### src/rtl/alu_rr_scheduler_if.sv
// alu_rr_scheduler_if: requester-side and ALU-side bundle for the round-robin ALU scheduler
interface alu_rr_scheduler_if #(
  parameter int NUM_REQ   = 4,
  parameter int WIDTH     = 8,
  parameter int CMD_WIDTH = 4
);
  logic [NUM_REQ-1:0]           req;
  logic [NUM_REQ*WIDTH-1:0]     req_opa;
  logic [NUM_REQ*WIDTH-1:0]     req_opb;
  logic [NUM_REQ*CMD_WIDTH-1:0] req_cmd;
  logic [NUM_REQ-1:0]           req_mode;
  logic [NUM_REQ-1:0]           req_cin;
  logic [NUM_REQ*2-1:0]         req_inp_valid;
  logic [NUM_REQ-1:0]           gnt;
  logic [NUM_REQ-1:0]           rsp_valid;
  logic [2*WIDTH-1:0]           rsp_res;
  logic [5:0]                   rsp_flags;
  logic                         busy;
  logic [WIDTH-1:0]             alu_opa;
  logic [WIDTH-1:0]             alu_opb;
  logic [CMD_WIDTH-1:0]         alu_cmd;
  logic                         alu_mode;
  logic                         alu_cin;
  logic                         alu_ce;
  logic [1:0]                   alu_inp_valid;
  logic [2*WIDTH-1:0]           alu_res;
  logic [5:0]                   alu_flags;
  modport sched (
    input  req, req_opa, req_opb, req_cmd, req_mode, req_cin, req_inp_valid, alu_res, alu_flags,
    output gnt, rsp_valid, rsp_res, rsp_flags, busy,
           alu_opa, alu_opb, alu_cmd, alu_mode, alu_cin, alu_ce, alu_inp_valid
  );
  modport master (
    output req, req_opa, req_opb, req_cmd, req_mode, req_cin, req_inp_valid, alu_res, alu_flags,
    input  gnt, rsp_valid, rsp_res, rsp_flags, busy,
           alu_opa, alu_opb, alu_cmd, alu_mode, alu_cin, alu_ce, alu_inp_valid
  );
endinterface

### src/rtl/alu_rr_scheduler.sv
// alu_rr_scheduler: round-robin sharing of one ALU among NUM_REQ requesters, one operation in flight
module alu_rr_scheduler #(
  parameter int NUM_REQ   = 4,
  parameter int WIDTH     = 8,
  parameter int CMD_WIDTH = 4,
  parameter int ALU_LAT   = 1,
  parameter int MUL_LAT   = 2
) (
  input logic               i_clk,
  input logic               i_rst_n,
  alu_rr_scheduler_if.sched bus
);
  localparam int PW = $clog2(NUM_REQ);
  typedef enum logic [1:0] {IDLE, ISSUE, WAIT, RESP} state_t;
  state_t               r_state, w_next;
  logic [PW-1:0]        r_ptr, r_owner, w_sel;
  logic                 w_any, w_act;
  int                   w_idx;
  logic [WIDTH-1:0]     r_opa, r_opb;
  logic [CMD_WIDTH-1:0] r_cmd;
  logic                 r_mode, r_cin;
  logic [1:0]           r_iv;
  logic [7:0]           r_cnt;
  logic [2*WIDTH-1:0]   r_res;
  logic [5:0]           r_flags;
  // first requester at or after the pointer, wrapping
  always_comb begin
    w_sel = '0;
    w_any = 1'b0;
    w_idx = 0;
    for (int k = 0; k < NUM_REQ; k++) begin
      w_idx = int'(r_ptr) + k;
      if (w_idx >= NUM_REQ) w_idx = w_idx - NUM_REQ;
      if (!w_any && bus.req[w_idx]) begin
        w_any = 1'b1;
        w_sel = PW'(w_idx);
      end
    end
  end
  always_comb begin
    w_next = r_state;
    case (r_state)
      IDLE:    w_next = w_any ? ISSUE : IDLE;
      ISSUE:   w_next = WAIT;
      WAIT:    w_next = (r_cnt == 8'd1) ? RESP : WAIT;
      default: w_next = IDLE;
    endcase
  end
  always_ff @(posedge i_clk or negedge i_rst_n) begin
    if (!i_rst_n) begin
      r_state <= IDLE;
      r_ptr   <= '0;
      r_owner <= '0;
      r_opa   <= '0;
      r_opb   <= '0;
      r_cmd   <= '0;
      r_mode  <= 1'b0;
      r_cin   <= 1'b0;
      r_iv    <= 2'b00;
      r_cnt   <= '0;
      r_res   <= '0;
      r_flags <= '0;
    end else begin
      r_state <= w_next;
      if (r_state == IDLE && w_any) begin
        r_owner <= w_sel;
        r_ptr   <= (w_sel == PW'(NUM_REQ - 1)) ? '0 : w_sel + 1'b1;
        r_opa   <= bus.req_opa[w_sel*WIDTH +: WIDTH];
        r_opb   <= bus.req_opb[w_sel*WIDTH +: WIDTH];
        r_cmd   <= bus.req_cmd[w_sel*CMD_WIDTH +: CMD_WIDTH];
        r_mode  <= bus.req_mode[w_sel];
        r_cin   <= bus.req_cin[w_sel];
        r_iv    <= bus.req_inp_valid[w_sel*2 +: 2];
      end
      if (r_state == ISSUE)
        r_cnt <= (r_mode && (r_cmd == CMD_WIDTH'(9) || r_cmd == CMD_WIDTH'(10))) ? 8'(MUL_LAT) : 8'(ALU_LAT);
      if (r_state == WAIT) begin
        r_cnt <= r_cnt - 8'd1;
        if (r_cnt == 8'd1) begin
          r_res   <= bus.alu_res;
          r_flags <= bus.alu_flags;
        end
      end
    end
  end
  assign w_act             = (r_state == ISSUE) || (r_state == WAIT);
  assign bus.gnt           = (i_rst_n && r_state == IDLE && w_any) ? NUM_REQ'(1) << w_sel : '0;
  assign bus.rsp_valid     = (r_state == RESP) ? NUM_REQ'(1) << r_owner : '0;
  assign bus.rsp_res       = r_res;
  assign bus.rsp_flags     = r_flags;
  assign bus.busy          = r_state != IDLE;
  assign bus.alu_ce        = w_act;
  assign bus.alu_opa       = w_act ? r_opa : '0;
  assign bus.alu_opb       = w_act ? r_opb : '0;
  assign bus.alu_cmd       = w_act ? r_cmd : '0;
  assign bus.alu_mode      = w_act && r_mode;
  assign bus.alu_cin       = w_act && r_cin;
  assign bus.alu_inp_valid = w_act ? r_iv : 2'b00;
endmodule

### src/flat_wrapper.sv
// flat-port wrapper written by rule: the top's interface ports become plain ports
module alu_rr_scheduler_flat 
#(
  parameter int NUM_REQ   = 4,
  parameter int WIDTH     = 8,
  parameter int CMD_WIDTH = 4,
  parameter int ALU_LAT   = 1,
  parameter int MUL_LAT   = 2
)
  (i_clk, i_rst_n, bus_req, bus_req_opa, bus_req_opb, bus_req_cmd, bus_req_mode, bus_req_cin, bus_req_inp_valid, bus_alu_res, bus_alu_flags, bus_gnt, bus_rsp_valid, bus_rsp_res, bus_rsp_flags, bus_busy, bus_alu_opa, bus_alu_opb, bus_alu_cmd, bus_alu_mode, bus_alu_cin, bus_alu_ce, bus_alu_inp_valid);
  alu_rr_scheduler_if #(.NUM_REQ(NUM_REQ), .WIDTH(WIDTH), .CMD_WIDTH(CMD_WIDTH)) bus_i ();
  input logic i_clk;
  input logic i_rst_n;
  input wire logic [$bits(bus_i.req)-1:0] bus_req;
  input wire logic [$bits(bus_i.req_opa)-1:0] bus_req_opa;
  input wire logic [$bits(bus_i.req_opb)-1:0] bus_req_opb;
  input wire logic [$bits(bus_i.req_cmd)-1:0] bus_req_cmd;
  input wire logic [$bits(bus_i.req_mode)-1:0] bus_req_mode;
  input wire logic [$bits(bus_i.req_cin)-1:0] bus_req_cin;
  input wire logic [$bits(bus_i.req_inp_valid)-1:0] bus_req_inp_valid;
  input wire logic [$bits(bus_i.alu_res)-1:0] bus_alu_res;
  input wire logic [$bits(bus_i.alu_flags)-1:0] bus_alu_flags;
  output wire logic [$bits(bus_i.gnt)-1:0] bus_gnt;
  output wire logic [$bits(bus_i.rsp_valid)-1:0] bus_rsp_valid;
  output wire logic [$bits(bus_i.rsp_res)-1:0] bus_rsp_res;
  output wire logic [$bits(bus_i.rsp_flags)-1:0] bus_rsp_flags;
  output wire logic [$bits(bus_i.busy)-1:0] bus_busy;
  output wire logic [$bits(bus_i.alu_opa)-1:0] bus_alu_opa;
  output wire logic [$bits(bus_i.alu_opb)-1:0] bus_alu_opb;
  output wire logic [$bits(bus_i.alu_cmd)-1:0] bus_alu_cmd;
  output wire logic [$bits(bus_i.alu_mode)-1:0] bus_alu_mode;
  output wire logic [$bits(bus_i.alu_cin)-1:0] bus_alu_cin;
  output wire logic [$bits(bus_i.alu_ce)-1:0] bus_alu_ce;
  output wire logic [$bits(bus_i.alu_inp_valid)-1:0] bus_alu_inp_valid;
  assign bus_i.req = bus_req;
  assign bus_i.req_opa = bus_req_opa;
  assign bus_i.req_opb = bus_req_opb;
  assign bus_i.req_cmd = bus_req_cmd;
  assign bus_i.req_mode = bus_req_mode;
  assign bus_i.req_cin = bus_req_cin;
  assign bus_i.req_inp_valid = bus_req_inp_valid;
  assign bus_i.alu_res = bus_alu_res;
  assign bus_i.alu_flags = bus_alu_flags;
  assign bus_gnt = bus_i.gnt;
  assign bus_rsp_valid = bus_i.rsp_valid;
  assign bus_rsp_res = bus_i.rsp_res;
  assign bus_rsp_flags = bus_i.rsp_flags;
  assign bus_busy = bus_i.busy;
  assign bus_alu_opa = bus_i.alu_opa;
  assign bus_alu_opb = bus_i.alu_opb;
  assign bus_alu_cmd = bus_i.alu_cmd;
  assign bus_alu_mode = bus_i.alu_mode;
  assign bus_alu_cin = bus_i.alu_cin;
  assign bus_alu_ce = bus_i.alu_ce;
  assign bus_alu_inp_valid = bus_i.alu_inp_valid;
  alu_rr_scheduler #(.NUM_REQ(NUM_REQ), .WIDTH(WIDTH), .CMD_WIDTH(CMD_WIDTH), .ALU_LAT(ALU_LAT), .MUL_LAT(MUL_LAT)) u_core (.i_clk(i_clk), .i_rst_n(i_rst_n), .bus(bus_i));
endmodule
### config.mk
export PLATFORM = sky130hd
export DESIGN_NAME = alu_rr_scheduler_flat
export DESIGN_NICKNAME = d
export VERILOG_FILES = /design/src/rtl/alu_rr_scheduler_if.sv /design/src/rtl/alu_rr_scheduler.sv /design/src/flat_wrapper.sv
export SDC_FILE = /design/constraint.sdc
export NUM_CORES = 1
export LEC_CHECK = 0
export ABC_AREA = 1
export CAP_MARGIN = 20
export CORE_MARGIN = 2
export CORE_UTILIZATION = 42
export CTS_CLUSTER_DIAMETER = 80
export DETAILED_ROUTE_END_ITERATION = 10
export PLACE_DENSITY_LB_ADDON = 0.1
export SETUP_SLACK_MARGIN = 0.05
export SKIP_CTS_REPAIR_TIMING = 1
export SLEW_MARGIN = 20
export SYNTH_ARGS = -nofsm -noshare
export SYNTH_HDL_FRONTEND = slang
export SYNTH_SLANG_ARGS = --single-unit
export TNS_END_PERCENT = 30
### constraint.sdc
create_clock -name i_clk -period 2.05 [get_ports i_clk]
set_input_delay 0.205 -clock i_clk [delete_from_list [all_inputs] [get_ports i_clk]]
set_output_delay 0.205 -clock i_clk [all_outputs]
set_load 0.02 [all_outputs]
Word level (Yosys, flattened, before mapping)
Cells that the tools add are included.
Operators by class
  add/subtract/negate cells: 9
  $lt $le $gt $ge: 9
  equality and inequality tests: 7
  shifts and indexed selects: 6
  multiplexer cells: 41
  reduce and logical (&&, ||, !) cells: 18
Operators by type and width (count)
  $lt 32x4->1 const B: 4
  $mux 32: 4
  $ge 32x4->1 const B: 3
  $sub 32x4->32 const B: 3
  $shiftx 32x6->8: 2
  $mux 8: 4
  $mux 1: 16
  $shiftx 16x5->4: 1
  $mux 2: 7
  $bmux 1 s2: 6
  $mux 4: 3
  $logic_and 1x1->1: 9
  $eq 4x4->1 const B: 2
  $eq 8x1->1 const B: 1
  $shiftx 8x4->2: 1
  $shl 1x2->4 const A: 2
  $sub 8x1->8 const B: 1
  $add 2x2->3 const B: 2
  $eq 2x2->1 const B: 3
  $pmux 2 s3: 1
  $reduce_bool 2->1: 2
  $sub 2x3->4 const B: 1
  $add 2x1->3 const B: 1
  $ge 2x3->1 const B: 1
  other kinds (7): 10
Storage, ports and cells
  bits in registers: 60
  bits of input ports: 124
  output and inout port bits: 56

Logic depth before layout (Yosys ltp)
Gate-level depths: netlist (run 1).
  depth in word-level cells: 17
  mapped depth: 16
  gate-level depth less buffers: 15

Worst setup path after synthesis (run 1)
OpenSTA, ideal clock, no wires.
  path type: register to output
  start: register u_core.r_ptr[0]
  end: output port bus_gnt[1]
  arrival time: 1.919 ns
  data required time: 1.845 ns
  path slack: -0.074 ns
  cell stages (with the launch flop): 11
  cell sequence: dfrtp_1 buf_6 nand2_1 nand3_1 nand2_2 nor2_2 nand2_1 nor2_2 nand3b_2 buf_4 nor3_1
On the way
  word-level cells in the longest chain between the ends: 17
  elaborated cells on any way between the ends: 44
  classes of those cells: 7 x add/sub; 4 x order compare; 1 x shift; 25 x mux; 7 x reduce/logical
RTL lines
  start, declared: line alu_rr_scheduler.sv:16  | logic [PW-1:0] r_ptr, r_owner, w_sel;
  start signal, assigned: line alu_rr_scheduler.sv:67  | r_ptr <= (w_sel == PW'(NUM_REQ - 1)) ? '0 : w_sel + 1'b1;
  branches (longest 16 deep; another with $sub 32x4->32)
  $mux 4 *: line alu_rr_scheduler.sv:87  | assign bus.gnt = (i_rst_n && r_state == IDLE && w_any) ? NUM_REQ'(1) << w_sel : '0;
  end, declared: line flat_wrapper.sv:23  | output wire logic [$bits(bus_i.gnt)-1:0] bus_gnt;
Mark *: on every way between the ends. The select of a mux whose other input is x is not followed.

Worst setup path in the final report (run 1)
  start: register u_core.r_ptr[0]
  end: output port bus_gnt[2]
Same word-level chain as after synthesis.

==> results of run 1 <==
power breakdown:
part	leakage (nW)	internal, mW	switching (mW)
clock	0.0931	0.555	0.448
combinational	2.82	3.48	5.06
sequential	0.735	1.78	0.386
Yosys cell counts (all sizes together):
cell type	n	share of area
xnor2	1	0.0022
nand3	59	0.075
mux2	22	0.063
a21oi	7	0.0089
buf	26	0.044
ha	6	0.019
o21bai	1	0.0019
a21boi	1	0.0029
nor4	2	0.0032
nor2	15	0.017
inv	47	0.045
nor3	8	0.010
and3	1	0.0016
clkbuf	4	0.0038
xor2	2	0.0045
dfrtp	60	0.38
nand3b	1	0.0029
o21ai	9	0.011
nand2	311	0.30
or2	1	0.0016
worst paths after layout:
check	from	to	cells after the start
worst min-delay path	i_rst_n	u_core.r_cnt[3]$_DFFE_PN0N_	2
min in group i_clk	u_core.r_opa[5]$_DFFE_PN0P_	u_core.r_opa[5]$_DFFE_PN0P_	2
max in group asynchronous	i_rst_n	u_core.r_ptr[0]$_DFFE_PN0P_	2
worst max register to register	u_core.r_ptr[0]$_DFFE_PN0P_	u_core.r_cmd[0]$_DFFE_PN0P_	17
worst max-delay path	u_core.r_ptr[0]$_DFFE_PN0P_	bus_gnt[2]	13
worst min register to register	u_core.r_opa[5]$_DFFE_PN0P_	u_core.r_opa[5]$_DFFE_PN0P_	2
logic make-up (layout without fill, tap and decap cells):
group | Yosys count | in the layout | synth area share
simple gates | 398 | 398 | 0.412
mux | 22 | 22 | 0.0630
buf+inv | 77 | 265 | 0.0923
fa+ha+maj | 6 | 6 | 0.0191
compound gates | 18 | 18 | 0.0251
xor+xnor | 3 | 3 | 0.00668
flops | 60 | 60 | 0.382
worst register-to-register path, delay by kind of cell, from the launching register on:
family	cells	cell delay, ps
buffers and inverters	3	470
DFF	1	470
and+or+nand+nor	14	1110
cell type report:
cell class	count	area [sq um]
inverters	47	179
flip-flops and latches	60	1500
repair buffers	202	2070
fillers	784	2900
multi-input cells	447	2170
clock buffers	11	131
clock inverters	5	52.6
well taps	111	139
registers in the layout, summed over array words and instances, names as in the netlist:
register	count
u_core.r_cmd	4
u_core.r_opb	8
u_core.r_cin	1
u_core.r_mode	1
u_core.r_owner	2
u_core.r_opa	8
u_core.r_state	2
u_core.bus.rsp_flags	6
u_core.r_iv	2
u_core.r_ptr	2
u_core.bus.rsp_res	16
u_core.r_cnt	8
per-stage QoR:
step | std cells | instance area, sq um | utilization | hold slack (ps)
final | 883 | 6250 | 0.683 | 113
after global routing | 883 | 6250 | 0.683 | 156
after CTS | 878 | 6010 | 0.656 | 94.5
after detailed placement | 862 | 5820 | 0.636 | 461
after global placement | 862 | 5820 | 0.636 | 459
after floorplan | 584 | 3940 | - | -90.6
layer usage:
metal	wire length (microns)	global-route usage
met5	0	0
met4	209	0.0875
met3	846	0.0437
met2	5700	0.372
met1	5150	0.295
==> out/qor.csv, run 1 <==
stage,metric,value,unit
layout,area_growth,59.0,%
sta,final.period_utilization,1.12,
cts,cts_num_sinks,60,
yosys,syn_inst,584,
yosys,postSynthAreaPerCell,6.73,sq um
layout,final_net_count,897,
sta,period_minus_slack,2300,ps
sta,drv_slew,0,
placement,dp_slack,-520,ps
sta,final_critical_path_setup_slack,-248,ps
layout,most_common_library_cell_in_the_layout_ignoring_fill_and_taps,sky130_fd_sc_hd__nand2_1,
die,floorplan.initialDensity,0.430,
worst_setup_path,critical_path.startpoint_type,flop,
routing,route.vias.total,4285,
routing,drtPass1Iterations,4,
worst_setup_path,critical_path.most_common_cell,sky130_fd_sc_hd__nand2_2,
sta,max_slew.worst_pin.slew,727,ps
worst_setup_path,worstPathBufferInverterCount,3,
cts,tritoncts_clock_tree,built,
routing,postRouteAntennaNets,0,
cts,clock_path_buffers,2,
sta,timing.max_slew.rel_slack,0.516,
cts,worst_skew_pair.late_latency,330,ps
worst_setup_path,timing.critical_path.required,1850,ps
status,violations,negative setup slack,
placement,finalWeightedCongestion,0.902,
worst_setup_path,critical_path.max_fanout,6,
pwr,leakagePower,3.65,nW
cts,cts-htree-levels,3,
grt,grt_antenna_before_repair,0,
sta,fin_tns_setup,-2430,ps
grt,grt_max_degree,61,
layout,antenna_cells,0,
worst_setup_path,worst_path_largest_cell_delay,470,ps
yosys,synth_warnings,0,
sta,rsz0062_at_grt,yes,
worst_setup_path,critical-path-top-delay-family,simple AND/OR/NAND/NOR gates,
pwr,power_per_cell_area,1870,nW/um^2
worst_setup_path,crit_slowest_cell,sky130_fd_sc_hd__dfrtp_2,
routing,viasPerCell,4.85,
placement,port_buffers,179,
yosys,synth.yosys.seq_area_share,0.382,
yosys,synth.net_count,714,
yosys,synth_cell_type_count,27,
sta,setup-violations-final,30,
worst_setup_path,crit_path_cell_trace,"buf_6, nand2_2, nand2_2, nand2_2, nand2_2, nor2_4, nand2_2, or2_1, nand2_2, inv_2, nand2_4, nor3_2, buf_4",
grt,global_route.overflow_total,0,
layout,commonest_non_fill_non_tap_cells_in_the_layout,"295 x sky130_fd_sc_hd__nand2_1, 145 x sky130_fd_sc_hd__clkdlybuf4s50_1, 59 x sky130_fd_sc_hd__dfrtp_1",
worst_setup_path,setup.worst_path.class,flop to output port,
cts,cts_inserted_buffers,9,
cts,clk_pin_slew_worst_paths,70,ps
worst_setup_path,reg2reg_slack,-120,ps
routing,drt-total-wl,11.9,mm
die,die_area,10200,sq um
routing,drt_first_iter_violations,143,
grt,grt.total_usage,0.227,
run,cap_violations,0,
sta,timing.final.hold_violations,0,
die,fp.coreArea,9150,sq um
yosys,syn-cell-area,3930,sq um
die,num_io_pins,180,
sta,clock-skew-final,6.17,ps
routing,drcViolationCount,0,
die,dieWidth,101,microns
sta,maxClockFrequency,0.435,GHz
yosys,postSynthRegisterBits,60,
grt,vias_in_the_first_global_route,3983,
layout,drive_gt1_frac,0.132,
routing,post_drt_wl_per_cell,13.5,microns
die,die_ht,101,microns
worst_setup_path,worst_ep_arrival_time,2090,ps
worst_setup_path,cp-end-kind,output port,
status,outcome,finished with violations,
grt,global_route_wire_length_before_repair,18.4,mm
placement,post-dp-hpwl,8.58,mm
pwr,vdd_ir_drop_max,0.00131,V
die,floorplan.rows,35,
cts,clock-root-buffer,sky130_fd_sc_hd__clkbuf_8,
hold_path,min_path_type,input port to asynchronous set/reset pin,
pwr,report.power.total,11.7,mW
Power figures use the tool's default switching activity.
==> run 2, diff against run 1 <==
Settings changed: MAX_ROUTING_LAYER set to met4.
==> out/qor.csv, run 2 (synthesis results as in run 1) <==
stage,metric,value,unit,change
routing,drt_first_iter_violations,195,,+36%
pwr,vdd_ir_drop_max,0.00123,V,-5.9%
placement,finalWeightedCongestion,0.917,,+1.7%
layout,antenna_cells,0,,unchanged
die,die_ht,101,microns,unchanged
cts,tritoncts_clock_tree,built,,
layout,most_common_library_cell_in_the_layout_ignoring_fill_and_taps,sky130_fd_sc_hd__nand2_1,,
placement,post-dp-hpwl,8.58,mm,unchanged
cts,cts-htree-levels,3,,unchanged
routing,drt-total-wl,11.8,mm,-1.0%
grt,grt_max_degree,61,,unchanged
placement,dpl_cell_area,5820,sq um,unchanged
sta,timing.max_slew.rel_slack,0.515,,about the same
hold_path,min_path_type,input port to asynchronous set/reset pin,,
worst_setup_path,r2r_start,u_core.r_ptr[0]$_DFFE_PN0P_,,
routing,route.vias.total,4301,,+0.37%
worst_setup_path,critical_path.startpoint_type,flop,,
sta,rsz0062_at_grt,yes,,
cts,worst_skew_pair.late_latency,330,ps,about the same
layout,drive_gt1_frac,0.126,,-0.00615
die,dieWidth,101,microns,unchanged
layout,final_net_count,895,,-0.22%
grt,grt_antenna_before_repair,0,,unchanged
sta,maxClockFrequency,0.426,GHz,-2.1%
worst_setup_path,reg2reg_slack,-50,ps,+70 ps
sta,period_minus_slack,2350,ps,+48.9 ps
worst_setup_path,worst_ep_arrival_time,2140,ps,+50 ps
grt,vias_in_the_first_global_route,3990,,+0.18%
die,die_area,10200,sq um,unchanged
sta,final.period_utilization,1.15,,+0.0239
worst_setup_path,timing.reg2reg.worst_path_depth,16,,-1
worst_setup_path,critical_path.max_fanout,6,,unchanged
cts,cts_inserted_buffers,9,,unchanged
routing,drtPass1Iterations,4,,unchanged
cts,clock-root-buffer,sky130_fd_sc_hd__clkbuf_8,,
sta,timing.final.hold_violations,0,,unchanged
routing,viasPerCell,4.88,,+0.60%
layout,area_growth,58.9,%,about the same
worst_setup_path,timing.critical_path.required,1850,ps,about the same
die,floorplan.rows,35,,unchanged
sta,setup-violations-final,18,,-40%
status,violations,negative setup slack,,
routing,drcViolationCount,0,,unchanged
die,num_io_pins,180,,unchanged
routing,post_drt_wl_per_cell,13.4,microns,-0.80%
cts,clock_path_buffers,2,,unchanged
die,floorplan.initialDensity,0.430,,unchanged
cts,cts_num_sinks,60,,unchanged
layout,finalCoreUtilization,0.683,,about the same
grt,grt.total_usage,0.233,,+0.00652
cts,clk_pin_slew_worst_paths,70,ps,about the same
routing,postRouteAntennaNets,0,,unchanged
sta,drv_slew,0,,unchanged
sta,final_critical_path_setup_slack,-297,ps,-48.9 ps
run,cap_violations,0,,unchanged
pwr,leakagePower,3.66,nW,+0.43%
sta,max_slew.worst_pin.slew,727,ps,+0.371 ps
worst_setup_path,cp-end-kind,output port,,
pwr,power_per_cell_area,1850,nW/um^2,-1.1%
die,fp.coreArea,9150,sq um,unchanged
pwr,report.power.total,11.6,mW,-1.2%
layout,num-fill-cells,782,,-0.26%
layout,post-route-cell-area,6250,sq um,about the same
grt,global_route.overflow_total,0,,unchanged
sta,clock-skew-final,6.25,ps,+0.0831 ps
layout,commonest_non_fill_non_tap_cells_in_the_layout,"295 x sky130_fd_sc_hd__nand2_1, 145 x sky130_fd_sc_hd__clkdlybuf4s50_1, 59 x sky130_fd_sc_hd__dfrtp_1",,
worst_setup_path,crit-reg2reg-capture,u_core.r_cmd[0]$_DFFE_PN0P_,,
layout,largest_reg_flops,16,,unchanged
grt,global_route_wire_length_before_repair,18.3,mm,-0.11%
status,outcome,finished with violations,,
worst_setup_path,setup.worst_path.class,flop to output port,,
placement,port_buffers,179,,unchanged
run 2: cell types whose count changed in the layout (fill, tap and decap cells not counted), sizes merged:
cell / change
buf: -1
clkbuf: -3
dlymetal6s2s: +2
run 2: area by class of cell:
class | count | area, sq um | share of cell area
Clock buffer | 11 | 131 | 0.0210
Clock inverter | 5 | 52.6 | 0.00841
Multi-Input combinational cell | 447 | 2180 | 0.349
Inverter | 47 | 179 | 0.0286
Tap cell | 111 | 139 | 0.0222
Timing Repair Buffer | 200 | 2070 | 0.331
Sequential cell | 60 | 1500 | 0.240
run 2: power by group:
part / switching, mW / leakage [nW] / internal (mW) / total, mW
combinational: 5.04 / 2.84 / 3.37 / 8.41
clock: 0.442 / 0.0931 / 0.555 / 0.997
sequential: 0.383 / 0.735 / 1.78 / 2.16
run 2: layer usage:
metal,up-vias,global-route usage,part of all wire
li1,2176,-,-
met1,1943,0.296,0.44
met2,165,0.373,0.47
met3,17,0.0395,0.068
met4,0,0.0875,0.018
met5,-,-,0
run 2: per-stage QoR:
step           TNS [ps]  cells  worst slack, ps  hold WS [ps]
6_report          -1470    881             -297           117
5_1_grt           -6330    881             -409           164
4_1_cts          -14400    878             -835          94.5
3_5_place_dp      -8280    862             -520           461
3_3_place_gp      -5830    862             -384           459
2_1_floorplan     -19.6    584            -19.6         -90.6
run 2: worst max path at each step:
stage                                           start          to  depth (start not counted)
after global placement                     bus_req[3]  bus_gnt[3]                         12
after CTS                 u_core.r_ptr[0]$_DFFE_PN0P_  bus_gnt[2]                         11
final                     u_core.r_ptr[0]$_DFFE_PN0P_  bus_gnt[2]                         13
after floorplan           u_core.r_ptr[0]$_DFFE_PN0P_  bus_gnt[2]                         11
after detailed placement                   bus_req[3]  bus_gnt[2]                         12
after global routing      u_core.r_ptr[0]$_DFFE_PN0P_  bus_gnt[3]                         12
run 2: worst max-delay path, cell delays in order (launching register included):
cell and delay (ps):
sky130_fd_sc_hd__dfrtp_2 470, sky130_fd_sc_hd__buf_6 160, sky130_fd_sc_hd__nand2_2 60, sky130_fd_sc_hd__nand2_2 80, sky130_fd_sc_hd__nand2_2 80, sky130_fd_sc_hd__nand2_2 70, sky130_fd_sc_hd__nor2_4 140, sky130_fd_sc_hd__nand2_2 90
sky130_fd_sc_hd__or2_1 220, sky130_fd_sc_hd__nand2_2 80, sky130_fd_sc_hd__inv_2 60, sky130_fd_sc_hd__nand2_4 100, sky130_fd_sc_hd__nor3_2 50, sky130_fd_sc_hd__buf_4 160
==> run 3, diff against run 2 <==
Settings changed: CAP_MARGIN 20 to 40.
==> out/qor.csv, run 3 (synthesis results as in run 1) <==
stage,metric,value,unit,change
status,outcome,finished with violations,,
status,violations,negative setup slack,,
worst_setup_path,reg2reg_slack,-60,ps,about the same
sta,fin_worst_hold_slack,370,ps,+253 ps
grt,grt_antenna_before_repair,0,,unchanged
cts,clock_path_buffers,2,,unchanged
sta,fin_tns_setup,-1520,ps,-51.2 ps
cts,clk_pin_slew_worst_paths,70,ps,about the same
hold_path,min_path_type,input port to asynchronous set/reset pin,,
cts,cts_inserted_buffers,9,,unchanged
layout,post-route-cell-area,6290,sq um,+0.60%
worst_setup_path,timing.critical_path.from,u_core.r_ptr[0]$_DFFE_PN0P_,,
sta,period_minus_slack,2350,ps,+2.90 ps
routing,postRouteAntennaNets,0,,unchanged
routing,drt_first_iter_violations,198,,+1.5%
routing,drtPass1Iterations,4,,unchanged
grt,global_route.overflow_total,0,,unchanged
worst_setup_path,worst_path_largest_cell_delay,470,ps,about the same
layout,antenna_cells,0,,unchanged
sta,rsz0062_at_grt,yes,,
routing,route.vias.total,4290,,-0.26%
sta,final_critical_path_setup_slack,-300,ps,-2.90 ps
worst_setup_path,worstPathBufferInverterCount,3,,unchanged
worst_setup_path,critical_path.startpoint_type,flop,,
worst_setup_path,cp_num_cells,13,,unchanged
layout,drive_gt1_frac,0.127,,+0.000969
die,floorplan.rows,35,,unchanged
die,die_ht,101,microns,unchanged
pwr,power.internal,5.71,mW,+0.12%
sta,clock-skew-final,6.33,ps,+0.0784 ps
cts,tritoncts_clock_tree,built,,
worst_setup_path,r2r_start,u_core.r_ptr[0]$_DFFE_PN0P_,,
sta,drv_slew,0,,unchanged
pwr,p_clk_frac,0.086,,about the same
worst_setup_path,crit_path_cell_trace,"buf_6, nand2_2, nand2_2, nand2_2, nand2_2, nor2_4, nand2_2, or2_1, nand2_2, inv_2, nand2_4, nor3_2, buf_4",,
worst_setup_path,cp-end-kind,output port,,
worst_setup_path,timing.critical_path.required,1850,ps,about the same
layout,area_growth,59.9,%,
worst_setup_path,timing.reg2reg.worst_path_depth,16,,unchanged
layout,most_common_library_cell_in_the_layout_ignoring_fill_and_taps,sky130_fd_sc_hd__nand2_1,,
cts,cts-htree-levels,3,,unchanged
grt,global_route_wire_length_before_repair,18.3,mm,unchanged
sta,timing.max_slew.rel_slack,0.759,,+0.244
placement,dpl_cell_area,5820,sq um,unchanged
pwr,p_switching,5.87,mW,+0.13%
pwr,report.power.total,11.6,mW,+0.12%
placement,placed_cells,862,,unchanged
pwr,vdd_ir_drop_max,0.00123,V,-0.33%
run,cap_violations,0,,unchanged
pwr,power.sequential.fraction,0.187,,about the same
die,fp.coreArea,9150,sq um,unchanged
worst_setup_path,worst_ep_arrival_time,2150,ps,about the same
routing,drt-total-wl,11.8,mm,+0.47%
placement,finalWeightedCongestion,0.917,,unchanged
layout,stdcell_count,883,,+0.23%
sta,max_slew.worst_pin.slew,358,ps,-369 ps
pwr,power_per_cell_area,1840,nW/um^2,-0.48%
grt,vias_in_the_first_global_route,3990,,unchanged
routing,post_drt_wl_per_cell,13.4,microns,+0.24%
worst_setup_path,setup.worst_path.class,flop to output port,,
cts,clock-root-buffer,sky130_fd_sc_hd__clkbuf_8,,
sta,final.period_utilization,1.15,,+0.00141
worst_setup_path,crit-reg2reg-capture,u_core.r_cmd[0]$_DFFE_PN0P_,,
worst_setup_path,critical_path.most_common_cell,sky130_fd_sc_hd__nand2_2,,
worst_setup_path,critical-path-top-delay-family,simple AND/OR/NAND/NOR gates,,
pwr,p_sw_frac,0.507,,about the same
die,floorplan.initialDensity,0.430,,unchanged
pwr,comb_power_share,0.727,,about the same
routing,viasPerCell,4.86,,-0.48%
placement,post-dp-hpwl,8.58,mm,unchanged
die,num_io_pins,180,,unchanged
routing,drcViolationCount,0,,unchanged
placement,port_buffers,179,,unchanged
worst_setup_path,crit_slowest_cell,sky130_fd_sc_hd__dfrtp_2,,
grt,grt.total_usage,0.233,,unchanged
layout,commonest_non_fill_non_tap_cells_in_the_layout,"295 x sky130_fd_sc_hd__nand2_1, 145 x sky130_fd_sc_hd__clkdlybuf4s50_1, 59 x sky130_fd_sc_hd__dfrtp_1",,
layout,largest_reg_flops,16,,unchanged
sta,setup-violations-final,19,,+1
grt,grt_max_degree,61,,unchanged
die,dieWidth,101,microns,unchanged
layout,final_net_count,897,,+0.22%
worst_setup_path,crit_path_to,bus_gnt[2],,
sta,maxClockFrequency,0.425,GHz,-0.12%
sta,timing.final.hold_violations,0,,unchanged
cts,cts_num_sinks,60,,unchanged
pwr,leakagePower,3.68,nW,+0.46%
worst_setup_path,critical_path.max_fanout,6,,unchanged
die,die_area,10200,sq um,unchanged
cts,worst_skew_pair.late_latency,330,ps,about the same
==> run 3: changes by cell type in the layout (fill, tap and decap cells not counted) <==
| cell | delta |
|---|---|
| sky130_fd_sc_hd__dlygate4sd3_1 | +1 |
| sky130_fd_sc_hd__buf_16 | +1 |
==> run 3: metrics by stage <==
stage | worst slack (ps) | util
after CTS | -835 | 0.656
after floorplan | -19.6 | -
after global placement | -384 | 0.636
final | -300 | 0.687
after detailed placement | -520 | 0.636
after global routing | -409 | 0.687
==> run 3: worst min-delay path, cell delays in order <==
cell and delay, ps:
sky130_fd_sc_hd__dlygate4sd3_1 510, sky130_fd_sc_hd__buf_2 160, sky130_fd_sc_hd__buf_4 150
==> run 3: area by class of cell <==
type | instances | area (sq um)
well taps | 111 | 139
repair buffers | 202 | 2100
fillers | 779 | 2870
clock buffers | 11 | 131
multi-input cells | 447 | 2180
inverters | 47 | 179
flip-flops and latches | 60 | 1500
clock inverters | 5 | 52.6
==> run 3: metal layers <==
metal	global-route usage	vias up	part of all wire
met5	-	-	0
met4	0.0875	0	0.018
met3	0.0395	16	0.072
met2	0.373	178	0.48
met1	0.296	1919	0.43
li1	-	2177	-
==> run 3: how the worst min path moves through the flow <==
stage	start	slack [ps]	to	depth (start not counted)
after floorplan	i_rst_n	-90	u_core.bus.rsp_flags[0]$_DFFE_PN0P_	0
after global placement	i_rst_n	460	u_core.r_cnt[3]$_DFFE_PN0N_	2
after detailed placement	i_rst_n	460	u_core.r_cnt[3]$_DFFE_PN0N_	2
after CTS	i_rst_n	90	u_core.r_cnt[3]$_DFFE_PN0N_	2
after global routing	i_rst_n	380	u_core.r_cnt[3]$_DFFE_PN0N_	3
final	i_rst_n	370	u_core.r_cnt[3]$_DFFE_PN0N_	3
==> run 3: power by group through the flow <==
stage          Clock (mW)  Sequential (mW)  Combinational [mW]
2_1_floorplan           0             2.35                5.18
3_3_place_gp            0             2.13                7.75
3_5_place_dp            0             2.16                7.87
4_1_cts              1.03             2.14                7.91
5_1_grt              1.09             2.23                9.39
6_report            0.998             2.16                8.43
